$ cat src/rtl/cp0_regfile_pkg.sv
// cp0_regfile_pkg: CP0 register addresses, exception codes and flag positions
package cp0_regfile_pkg;
  localparam logic [7:0] CP0_BADVADDR = 8'h40;
  localparam logic [7:0] CP0_COUNT = 8'h48;
  localparam logic [7:0] CP0_COMPARE = 8'h58;
  localparam logic [7:0] CP0_STATUS = 8'h60;
  localparam logic [7:0] CP0_CAUSE = 8'h68;
  localparam logic [7:0] CP0_EPC = 8'h70;
  localparam logic [4:0] EXC_INT = 5'd0;
  localparam logic [4:0] EXC_ADEL = 5'd4;
  localparam logic [4:0] EXC_ADES = 5'd5;
  localparam logic [4:0] EXC_SYS = 5'd8;
  localparam logic [4:0] EXC_BP = 5'd9;
  localparam logic [4:0] EXC_RI = 5'd10;
  localparam logic [4:0] EXC_OV = 5'd12;
  localparam int EB_INT = 0;
  localparam int EB_ADEL = 1;
  localparam int EB_ADES = 2;
  localparam int EB_SYS = 3;
  localparam int EB_BP = 4;
  localparam int EB_RI = 5;
  localparam int EB_OV = 6;
  localparam logic [31:0] EXC_ENTRY_VEC = 32'hBFC0_0380;
  // Lowest set flag bit has the highest priority
  function automatic logic [4:0] exc_code(input logic [6:0] t);
    return t[EB_INT] ? EXC_INT :
           t[EB_ADEL] ? EXC_ADEL :
           t[EB_ADES] ? EXC_ADES :
           t[EB_SYS] ? EXC_SYS :
           t[EB_BP] ? EXC_BP :
           t[EB_RI] ? EXC_RI : EXC_OV;
  endfunction
endpackage

$ cat src/rtl/cp0_timer.sv
// cp0_timer: Count/Compare timer with half-rate Count and timer interrupt flag
module cp0_timer (
  input  logic        clk,
  input  logic        reset,
  input  logic        count_wen,
  input  logic        compare_wen,
  input  logic [31:0] wdata,
  output logic [31:0] count,
  output logic [31:0] compare,
  output logic        ti
);
  logic tick;
  // Count advances on every other cycle; a Count write overrides the increment
  always_ff @(posedge clk) begin
    if (reset) begin
      tick <= 1'b0;
      count <= 32'd0;
    end else begin
      tick <= ~tick;
      count <= count_wen ? wdata : count + {31'd0, tick};
    end
  end
  // Compare write clears TI, beating a same-cycle match
  always_ff @(posedge clk) begin
    if (reset) begin
      compare <= 32'd0;
      ti <= 1'b0;
    end else begin
      if (compare_wen) compare <= wdata;
      ti <= compare_wen ? 1'b0 : ti | (count == compare);
    end
  end
endmodule

$ cat src/rtl/cp0_regfile.sv
// cp0_regfile: CP0 Status/Cause/EPC/BadVAddr registers, exception and ERET control
module cp0_regfile
  import cp0_regfile_pkg::*;
#(
  parameter logic [31:0] EXC_ENTRY = EXC_ENTRY_VEC
) (
  input  logic        clk,
  input  logic        reset,
  input  logic        ws_valid,
  input  logic [7:0]  cp0_addr,
  input  logic        cp0_wen,
  input  logic [31:0] cp0_wdata,
  output logic [31:0] cp0_rdata,
  input  logic [6:0]  exc_type,
  input  logic [31:0] pc,
  input  logic        is_slot,
  input  logic [31:0] bad_vaddr,
  input  logic [5:0]  hw_int,
  input  logic        eret,
  output logic [31:0] epc,
  output logic        int_happen,
  output logic        exc_flush,
  output logic        eret_flush,
  output logic [31:0] exc_pc
);
  logic [31:0] badvaddr, count, compare, status_rd, cause_rd;
  logic [7:0] im;
  logic [5:0] ip_hi;
  logic [1:0] ip_sw;
  logic [4:0] exccode, code;
  logic exl, ie, bd, ti, wen_ok;
  assign exc_flush = ws_valid & |exc_type;
  assign eret_flush = ws_valid & eret & ~exc_flush;
  assign wen_ok = ws_valid & cp0_wen & ~exc_flush;
  assign code = exc_code(exc_type);
  assign exc_pc = exc_flush ? EXC_ENTRY : epc;
  assign status_rd = {9'd0, 1'b1, 6'd0, im, 6'd0, exl, ie};
  assign cause_rd = {bd, ti, 14'd0, ip_hi, ip_sw, 1'b0, exccode, 2'b00};
  assign int_happen = |({ip_hi, ip_sw} & im) & ie & ~exl;
  cp0_timer u_timer (
    .clk(clk),
    .reset(reset),
    .count_wen(wen_ok && cp0_addr == CP0_COUNT),
    .compare_wen(wen_ok && cp0_addr == CP0_COMPARE),
    .wdata(cp0_wdata),
    .count(count),
    .compare(compare),
    .ti(ti)
  );
  // Status: MTC0 fields, then exception sets EXL or ERET clears it (later assignment wins)
  always_ff @(posedge clk) begin
    if (reset) begin
      im <= 8'd0;
      exl <= 1'b0;
      ie <= 1'b0;
    end else begin
      if (wen_ok && cp0_addr == CP0_STATUS) begin
        im <= cp0_wdata[15:8];
        exl <= cp0_wdata[1];
        ie <= cp0_wdata[0];
      end
      if (exc_flush) exl <= 1'b1;
      else if (eret_flush) exl <= 1'b0;
    end
  end
  // Cause: hardware IP sampled every cycle, software IP via MTC0, BD/ExcCode on exception
  always_ff @(posedge clk) begin
    if (reset) begin
      ip_hi <= 6'd0;
      ip_sw <= 2'd0;
      bd <= 1'b0;
      exccode <= 5'd0;
    end else begin
      ip_hi <= {hw_int[5] | ti, hw_int[4:0]};
      if (wen_ok && cp0_addr == CP0_CAUSE) ip_sw <= cp0_wdata[9:8];
      if (exc_flush) exccode <= code;
      if (exc_flush && !exl) bd <= is_slot;
    end
  end
  // EPC records the restart PC only for the first exception of a nest
  always_ff @(posedge clk) begin
    if (reset) epc <= 32'd0;
    else if (exc_flush && !exl) epc <= is_slot ? pc - 32'd4 : pc;
    else if (wen_ok && cp0_addr == CP0_EPC) epc <= cp0_wdata;
  end
  // BadVAddr captures the faulting address for address-error exceptions
  always_ff @(posedge clk) begin
    if (reset) badvaddr <= 32'd0;
    else if (exc_flush && (code == EXC_ADEL || code == EXC_ADES)) badvaddr <= bad_vaddr;
  end
  // Combinational read of pre-update register values
  always_comb begin
    cp0_rdata = cp0_addr == CP0_BADVADDR ? badvaddr :
                cp0_addr == CP0_COUNT ? count :
                cp0_addr == CP0_COMPARE ? compare :
                cp0_addr == CP0_STATUS ? status_rd :
                cp0_addr == CP0_CAUSE ? cause_rd :
                cp0_addr == CP0_EPC ? epc : 32'd0;
  end
endmodule

$ cat config.mk
export PLATFORM = sky130hd
export DESIGN_NAME = cp0_regfile
export DESIGN_NICKNAME = d
export VERILOG_FILES = /design/src/rtl/cp0_regfile_pkg.sv /design/src/rtl/cp0_timer.sv /design/src/rtl/cp0_regfile.sv
export SDC_FILE = /design/constraint.sdc
export NUM_CORES = 1
export LEC_CHECK = 0
export BUFFER_PORTS_ARGS = -buffer_cell sky130_fd_sc_hd__buf_2
export CAP_MARGIN = 30
export CORE_MARGIN = 8
export CORE_UTILIZATION = 51
export DETAILED_ROUTE_END_ITERATION = 8
export PLACE_DENSITY_LB_ADDON = 0.2
export SETUP_SLACK_MARGIN = 0.2
export SYNTH_ARGS = -nofsm -noshare
export SYNTH_HDL_FRONTEND = slang
export SYNTH_SLANG_ARGS = --single-unit
$ cat constraint.sdc
create_clock -name clk -period 2.5 [get_ports clk]
set_input_delay 0.25 -clock clk [delete_from_list [all_inputs] [get_ports clk]]
set_output_delay 0.25 -clock clk [all_outputs]
set_load 0.05 [all_outputs]
==> run summary <==
Iter 0 DRT Violations: 1056
Final WS setup: 0.169 ns
Global-route wire length before repair: 50200 µm
Reg clk slew, reported paths: 0.06 ns
CP max-delay cell: or3_4
Area added between synthesis and finish: 30.9%
Worst Path Required: 2.25 ns
Die area: 0.0213 mm²
WP data arrival: 2.08 ns
Pre-CTS WS: 0.0470 ns
Reg2Reg Setup Slack: 0.36 ns
# rows: 47
Antenna Violating Nets Remaining: 0
Worst-Skew Late Latency: 0.42 ns
Final Power: 0.00633 W
Power Density: 562 mW/mm²
Total GRT Usage: 0.296
Leakage: 4.26 nW
GP Congestion: 0.929
Synth top area cells: dfxtp_1 (36%), nand2_1 (10%), xnor2_1 (6.4%), a21oi_1 (5.6%), nor2_1 (3.9%)
Yosys cell types: 65
Post-synth EDFFs: 0
Antenna violations before repair: 0
Final WL: 32600 µm
Die X: 146 µm
Register area share after synthesis: 0.356
Synth async-reset ratio: 0
Fmax: 429 MHz
Synth top area share: 0.356
Buffers on Ports: 221
Most frequent cell after synthesis: nand2_1
Tcrit/Tclk final: 0.933
Most common library cells after synthesis: nand2_1 (229), dfxtp_1 (153), a21oi_1 (96), nor2_1 (89), clkbuf_1 (64)
Hold_buf cts: 0
Avg Cell Area, Syn: 7.81 µm²
Area of the mapped netlist: 0.00860 mm²
Clock Skews: 0.00632 ns
Count of warnings emitted by yosys: 0
Cts bufs inserted: 17
Crit Reg-Reg Startpoint: u_timer.count[16]
CP startpoint kind: input pin
Drt via density: 5.94
Yosys reg bits: 153
Status: complete, no violations
Fill count: 1409
CTS tree: built
HP Start: hw_int[0]
Vias in the first global route: 8833
Critical Path Fanout Max: 8
Max-slew headroom: 0.444
Dpl cells: 1509
Most frequent CP cell: or3_4
CP peak stage delay: 0.41 ns
Grt total ovfl: 0
Hold WS: 0.0342 ns
Fin. Hold Viols: 0
Setup-failing EPs final: 0
Io pins: 222
Net count of the mapped netlist: 1228
Synth Flop Type: dfxtp_1
CTS max path bufs: 2
RSZ-0062 raised after global routing: true
Mapped Cells: 1102
Cell Chain, Critical Path: buf_6 -> or3_4 -> or3_4 -> or3_4 -> clkbuf_16 -> a31oi_4 -> buf_6
Core Area: 0.0165 mm²
Max VDD drop: 0.409 mV
Cell taking the most area after synthesis: dfxtp_1
HP Class: input pin to flop
HPWL Detailed: 24200 µm
CP Capture Type: primary output
Final Slew Violations: 0
DRC violations left: 0
Vias: 9167
Final Non-Filler Cells: 1543
Setup_tns: 0 ns
Clock sinks: 153
WS Path Type: input pin to primary output
Initial Utilization: 0.521
Slew at the pin closest to its max-slew limit: 0.830 ns
Drt pass-1 iters: 6
Maxcap violations: 0
Setup crit start: cp0_addr[1]
Largest net degree at the start of global routing: 78
Die Y-Extent: 146 µm
NumNets Final: 1436
Wire per inst: 21.1 µm
Clock Tree Root: clkbuf_16
Min cycle time layout: 2.33 ns
H-tree depth: 4
Share of cells above drive strength 1: 0.293
-- sequential cells by signal, indices dropped and copies added, names as in the netlist --
signal / cells
u_timer.ti: 1
exccode: 4
ip_hi: 6
ip_sw: 2
badvaddr: 32
u_timer.tick: 1
epc: 32
exl: 1
u_timer.compare: 32
ie: 1
bd: 1
u_timer.count: 32
im: 8
-- routing by layer --
metal / share of wire / vias to the layer above / track usage
met1: 0.43 / 4291 / 0.407
met4: 0.026 / 0 / 0.0953
met5: 0 / - / 0
li1: - / 4293 / -
met2: 0.43 / 511 / 0.442
met3: 0.11 / 72 / 0.0771
-- area by class of cell --
| cell class | count | area (µm²) | share of cell area |
|---|---|---|---|
| Antenna cell | 1 | 2.50 | 0.000222 |
| Clock buffer | 23 | 468 | 0.0416 |
| Clock inverter | 8 | 168 | 0.0149 |
| Inverter | 15 | 56.3 | 0.00500 |
| Multi-Input combinational cell | 847 | 5440 | 0.483 |
| Sequential cell | 153 | 3060 | 0.272 |
| Tap cell | 220 | 275 | 0.0245 |
| Timing Repair Buffer | 276 | 1780 | 0.158 |
-- logic make-up (layout without fill, tap and decap cells) --
kind of cell,count (synthesis),in the layout,share of synthesized area
buffers and inverters,102,322,0.0540
multiplexers,19,19,0.0225
other,0,1,0
AO/OA/AOI/OAI,252,252,0.204
flip-flops,153,153,0.356
XOR/XNOR,90,90,0.0916
adder cells (fa/ha/maj),3,3,0.00436
AND/OR/NAND/NOR,483,483,0.268
-- path summary, 6_finish.rpt --
kind	cells after the start	end
worst min register to register	1	u_timer.tick
worst min-delay path	2	ip_hi[0]
worst max register to register	5	u_timer.count[24]
worst max-delay path	7	cp0_rdata[19]
-- report_power, final --
group / internal (W) / switching [W] / total (W)
Sequential: 0.00252 / 0.000110 / 0.00263
Clock: 0.00182 / 0.000992 / 0.00281
Combinational: 0.000275 / 0.000618 / 0.000893
Total: 0.00461 / 0.00172 / 0.00633
-- timing repair --
action	4_1_cts	5_1_grt
gates resized for setup	38	26
endpoints found under the hold margin	0	0
setup buffers	0	1
gates cloned	0	1
setup endpoints to repair	24	25
pin swaps	2	3
-- critical path: cells and delay by family --
family	cells	cell delay [ns]
buffers and inverters	3	0.48
AO/OA/AOI/OAI	1	0.18
AND/OR/NAND/NOR	3	1.16
-- per-stage QoR --
step | util | cell area (µm²)
floorplan | - | 8910
global placement | 0.628 | 10400
detailed placement | 0.628 | 10400
CTS | 0.674 | 11100
global route | 0.681 | 11300
finish | 0.681 | 11300
-- cell usage in the layout (no fill, tap or decap), drive strengths merged, types with 17 or more instances in the layout --
cell    synthesis  routed
and2           21      21
nand2b         17      17
o21ai          21      21
dfxtp         153     153
clkbuf         65      25
buf            22     274
a211oi         38      38
nor3           27      27
xor2           27      27
a311oi         17      17
xnor2          63      63
a21oi          96      96
nand2         229     229
nor2           89      89
nand4          23      23
Note: power is estimated with default switching activity, not from simulation.
